<file path="config.mk">
export PLATFORM = sky130hd
export DESIGN_NAME = divisor_restaurador
export DESIGN_NICKNAME = d
export VERILOG_FILES = /design/src/rtl/divisor_restaurador.sv
export SDC_FILE = /design/constraint.sdc
export NUM_CORES = 1
export LEC_CHECK = 0
export BUFFER_PORTS_ARGS = -buffer_cell sky130_fd_sc_hd__buf_2
export CORE_UTILIZATION = 53
export CTS_CLUSTER_DIAMETER = 150
export DETAILED_ROUTE_END_ITERATION = 10
export PLACE_DENSITY_LB_ADDON = 0.3
export SYNTH_ARGS = -nofsm -noshare
export SYNTH_HDL_FRONTEND = slang
export SYNTH_SLANG_ARGS = --single-unit
</file>
<file path="constraint.sdc">
create_clock -name clk -period 2.9 [get_ports clk]
set_input_delay 0.725 -clock clk [delete_from_list [all_inputs] [get_ports clk]]
set_output_delay 0.725 -clock clk [all_outputs]
set_load 0.05 [all_outputs]
</file>
<file path="src/rtl/divisor_restaurador.sv">
// divisor_restaurador: restoring divider, one quotient bit per clock; LARGURA+2 cycles per operation.
// Define DIVISOR_SINAL_EN to add the com_sinal port for signed (truncating) division.
module divisor_restaurador #(
    parameter int LARGURA = 32
) (
    input  logic               clk,
    input  logic               rst_n,
    input  logic               inicio,
`ifdef DIVISOR_SINAL_EN
    input  logic               com_sinal,
`endif
    input  logic [LARGURA-1:0] dividendo,
    input  logic [LARGURA-1:0] divisor,
    output logic               ocupado,
    output logic               pronto,
    output logic [LARGURA-1:0] quociente,
    output logic [LARGURA-1:0] resto,
    output logic               div_zero
);
    localparam int CW = $clog2(LARGURA + 1);
    typedef enum logic [1:0] {OCIOSO, CALCULA, FIM} estado_t;
    estado_t estado;
    logic [LARGURA:0] r;
    logic [LARGURA-1:0] q, d, a_mag, b_mag;
    logic [CW-1:0] cont;
    logic zero, neg_q, neg_r, sinal_q, sinal_r;
    logic [LARGURA+1:0] desl, t;
    always_comb begin
        desl = {r, q[LARGURA-1]};
        t = desl - {2'b0, d};
`ifdef DIVISOR_SINAL_EN
        a_mag = (com_sinal && dividendo[LARGURA-1]) ? -dividendo : dividendo;
        b_mag = (com_sinal && divisor[LARGURA-1]) ? -divisor : divisor;
        sinal_q = com_sinal && (dividendo[LARGURA-1] ^ divisor[LARGURA-1]);
        sinal_r = com_sinal && dividendo[LARGURA-1];
`else
        a_mag = dividendo;
        b_mag = divisor;
        sinal_q = 1'b0;
        sinal_r = 1'b0;
`endif
    end
    always_ff @(posedge clk or negedge rst_n) begin
        if (!rst_n) begin
            estado <= OCIOSO;
            r <= '0;
            q <= '0;
            d <= '0;
            cont <= '0;
            zero <= 1'b0;
            neg_q <= 1'b0;
            neg_r <= 1'b0;
            ocupado <= 1'b0;
            pronto <= 1'b0;
            quociente <= '0;
            resto <= '0;
            div_zero <= 1'b0;
        end else begin
            pronto <= 1'b0;
            case (estado)
                OCIOSO: if (inicio) begin
                    zero <= divisor == '0;
                    q <= (divisor == '0) ? dividendo : a_mag;
                    d <= b_mag;
                    r <= '0;
                    neg_q <= sinal_q;
                    neg_r <= sinal_r;
                    cont <= CW'(LARGURA);
                    ocupado <= 1'b1;
                    estado <= (divisor == '0) ? FIM : CALCULA;
                end
                CALCULA: begin
                    // borrow out of the trial subtraction means the shifted remainder is kept
                    r <= t[LARGURA+1] ? desl[LARGURA:0] : t[LARGURA:0];
                    q <= {q[LARGURA-2:0], ~t[LARGURA+1]};
                    cont <= cont - 1'b1;
                    if (cont == CW'(1)) estado <= FIM;
                end
                FIM: begin
                    quociente <= zero ? '1 : (neg_q ? -q : q);
                    resto <= zero ? q : (neg_r ? -r[LARGURA-1:0] : r[LARGURA-1:0]);
                    div_zero <= zero;
                    pronto <= 1'b1;
                    ocupado <= 1'b0;
                    estado <= OCIOSO;
                end
                default: estado <= OCIOSO;
            endcase
        end
    end
endmodule

</file>
==> impl_metrics.yaml <==
timing:
  worst_hold_slack_ns: 0.233
  setup_slack_ns: 0.0592
  max_freq_mhz: 352
  setup_viol: 0
  finalCritPeriodShare: 0.980
  worst_pin_slew_ns: 0.730
  hold_viol_final: 0
  drv_slew: 0
  fin_worst_skew_ns: 0.00950
  period_needed_ns: 2.84
  max_slew_margin: 0.513
yosys:
  synthMuxAreaShare: 0.0608
  netlist_area_sq_um: 9570
  synth_warnings: 0
  yosys.cell_types.count: 60
  synth_xor_xnor_area_share: 0.0256
  async_reset_ff_frac: 1.00
  synth_fp_nets: 1178
  yosysSeqAreaShare: 0.453
  yosysTopAreaCellShare: 0.453
  avgSynthCellArea_sq_um: 8.89
  synth-simple-area-share: 0.163
  synthTopCellsByArea: "dfrtp_1 45%, o21ai_0 8.5%, nand2_1 6.6%"
  synth-compound-area-share: 0.205
  synth_seq_cells: 173
  synth_ff_type: "dfrtp_1"
  synthCells: 1076
  synth_top_family_by_area: "compound AO/OA/AOI/OAI gates"
  synth_top_cell_by_area: "dfrtp_1"
  synth-edff-count: 0
  synthAdderAreaFrac: 0.0466
pwr:
  p_leak_nw: 5.39
  peakVddDrop_mv: 0.790
  cellPowerDensity_nw_per_um2: 1450
layout:
  antenna_cells: 0
  area_growth_pct: 19.4
  finish.net_count: 1334
  layout-drive-gt1-share: 0.204
  final_cells: 1470
  final_util: 0.654
setup_path:
  reg2reg_depth: 11
  reg2reg_to: "r[1]$_DFFE_PN0P_"
  cp-start-kind: "flop"
  cp.required_ns: 3.23
  r2r-start: "r[11]$_DFFE_PN0P_"
  crit_type: "reg -> reg"
  r2r_slack_ns: 0.06
  cp_max_fo: 24
  crit_arrival_ns: 3.17
  slowest_stage: "nor4_1"
  path_cells: "ha_1 -> nand2_1 -> nor4_1 -> o21ai_2 -> a21oi_1 -> buf_4 -> o21ai_0 -> and3_2 -> buf_12 -> mux2i_1 -> a22o_1"
  slowest_delay_ns: 0.45
  critPathCaptureType: "flop"
detailed_routing:
  vias: 8517
  wl_per_cell_um: 17.2
  post_drt_via_cell_ratio: 5.79
  wl_um: 25200
  first_pass_iters: 5
  drtAntennaViolNets: 0
  drc: 0
  dr.first_iter.drc_count: 637
floorplanning:
  die-area_sq_um: 18600
  rows: 48
  initial_core_util: 0.547
  core_area_sq_um: 17500
  die_x_um: 136
  num_io_pins: 134
  fp.dieH_um: 136
clocking:
  cts_tree: "yes"
  cts_buffer_depth: 2
  cts_made_buffers: 17
  clockRootBuffer: "clkbuf_16"
  path_clk_slew_ns: 0.07
  cts_max_level: 4
  cts_hold_buf: 0
  clock_latency_ns: 0.44
  clock_sinks: 173
job:
  drv_cap: 0
global_routing:
  grt_pass1_vias: 7874
  grt_pass1_wl_um: 40400
  antenna_found_initial: 0
  grt_overflow: 0
  grt_start_max_net_pins: 67
  grt_usage: 0.284
place:
  dp_hpwl_um: 18300
  io_buffers: 133
  placed_cells: 1438
  dp_slack_ns: 0.0664
  place.gp.congestion: 0.911
min_path:
  hold_class: "in -> async"
status:
  status: "completed"
-- power breakdown --
group | switching, mW | internal [mW]
logic | 6.09 | 4.00
registers | 0.875 | 3.49
clock network | 1.02 | 1.12
total | 7.99 | 8.61
-- worst max path at each step --
stage / from / endpoint
6_report: r[11]$_DFFE_PN0P_ / r[1]$_DFFE_PN0P_
2_1_floorplan: r[21]$_DFFE_PN0P_ / r[26]$_DFFE_PN0P_
3_3_place_gp: r[12]$_DFFE_PN0P_ / r[31]$_DFFE_PN0P_
5_1_grt: d[12]$_DFFE_PN0P_ / r[8]$_DFFE_PN0P_
3_5_place_dp: q[31]$_DFFE_PN0P_ / r[26]$_DFFE_PN0P_
4_1_cts: q[31]$_DFFE_PN0P_ / r[26]$_DFFE_PN0P_
-- worst max-delay path, delay by kind of cell, from the launching register on --
kind	cells	cell delay (ns)
and+or+nand+nor	3	0.83
adders and majority gates	1	0.38
DFF	1	0.40
muxes	1	0.14
AOI/OAI and AO/OA	4	0.62
buffers and inverters	2	0.34
-- placed cells by master, fill, tap and decap left out, drive strengths merged, types with 3 or more instances in the layout --
cell / instances
buf: 205
dfrtp: 173
o21ai: 172
nand2: 167
nor2: 60
a21oi: 60
mux2i: 57
inv: 45
nor2b: 39
ha: 34
a22oi: 30
clkbuf: 19
xnor2: 18
nor3: 13
a21o: 12
nor4: 10
xor2: 10
and3: 10
nand2b: 9
nand3: 9
nand4: 7
o211ai: 6
o221ai: 6
clkinv: 6
and2: 5
a211oi: 5
a31oi: 4
a221oi: 4
a21boi: 4
o21bai: 4
and4: 3
o21a: 3
or4: 3
o31ai: 3
-- metal layers --
| layer | track usage | part of all wire | vias up | wire length, um |
|---|---|---|---|---|
| met1 | 0.422 | 0.47 | 4055 | 11800 |
| met3 | 0.0496 | 0.075 | 36 | 1900 |
| li1 | - | - | 4099 | - |
| met2 | 0.418 | 0.44 | 327 | 11000 |
| met5 | 0 | 0 | - | 0 |
| met4 | 0.0852 | 0.017 | 0 | 433 |
-- final cells by class --
class | count | area, sq um
repair buffers | 205 | 1260
multi-input cells | 796 | 4860
flip-flops and latches | 173 | 4330
clock buffers | 19 | 433
inverters | 39 | 146
well taps | 225 | 282
clock inverters | 13 | 108
fillers | 1474 | 6050
-- through the flow --
step	power (mW)	cell area, sq um	setup TNS, ns
5_1_grt	17.9	11400	-0.585
3_3_place_gp	14.1	10800	0
3_5_place_dp	14.3	10800	0
2_1_floorplan	11.4	9570	0
6_report	16.6	11400	0
4_1_cts	16.5	11400	0
-- synthesized netlist by cell type (all sizes together) (12+ instances only) --
| cell type | number |
|---|---|
| a21o | 12 |
| a21oi | 60 |
| a22oi | 30 |
| clkbuf | 59 |
| dfrtp | 173 |
| ha | 34 |
| inv | 39 |
| mux2i | 57 |
| nand2 | 167 |
| nor2 | 60 |
| nor2b | 39 |
| nor3 | 13 |
| o21ai | 172 |
| xnor2 | 18 |
-- timing repair --
action / 4_1_cts / 5_1_grt
hold endpoints to repair: 0 / 0
resized for setup: 0 / 14
setup endpoints to repair: 0 / 33
setup buffers: 0 / 0
-- registers in the layout (all words and copies together) (netlist names) --
name / cells
cont: 6
pronto: 1
quociente: 32
zero: 1
estado: 2
r: 33
resto: 32
ocupado: 1
q: 32
div_zero: 1
d: 32
-- logic make-up (layout without fill, tap and decap cells) --
| kind of cell | after synthesis | in the layout |
|---|---|---|
| simple gates | 341 | 341 |
| compound gates | 334 | 334 |
| flops | 173 | 173 |
| buf+inv | 107 | 276 |
| mux | 58 | 58 |
| fa+ha+maj | 35 | 35 |
| xor+xnor | 28 | 28 |
(Power assumes the default switching activity.)
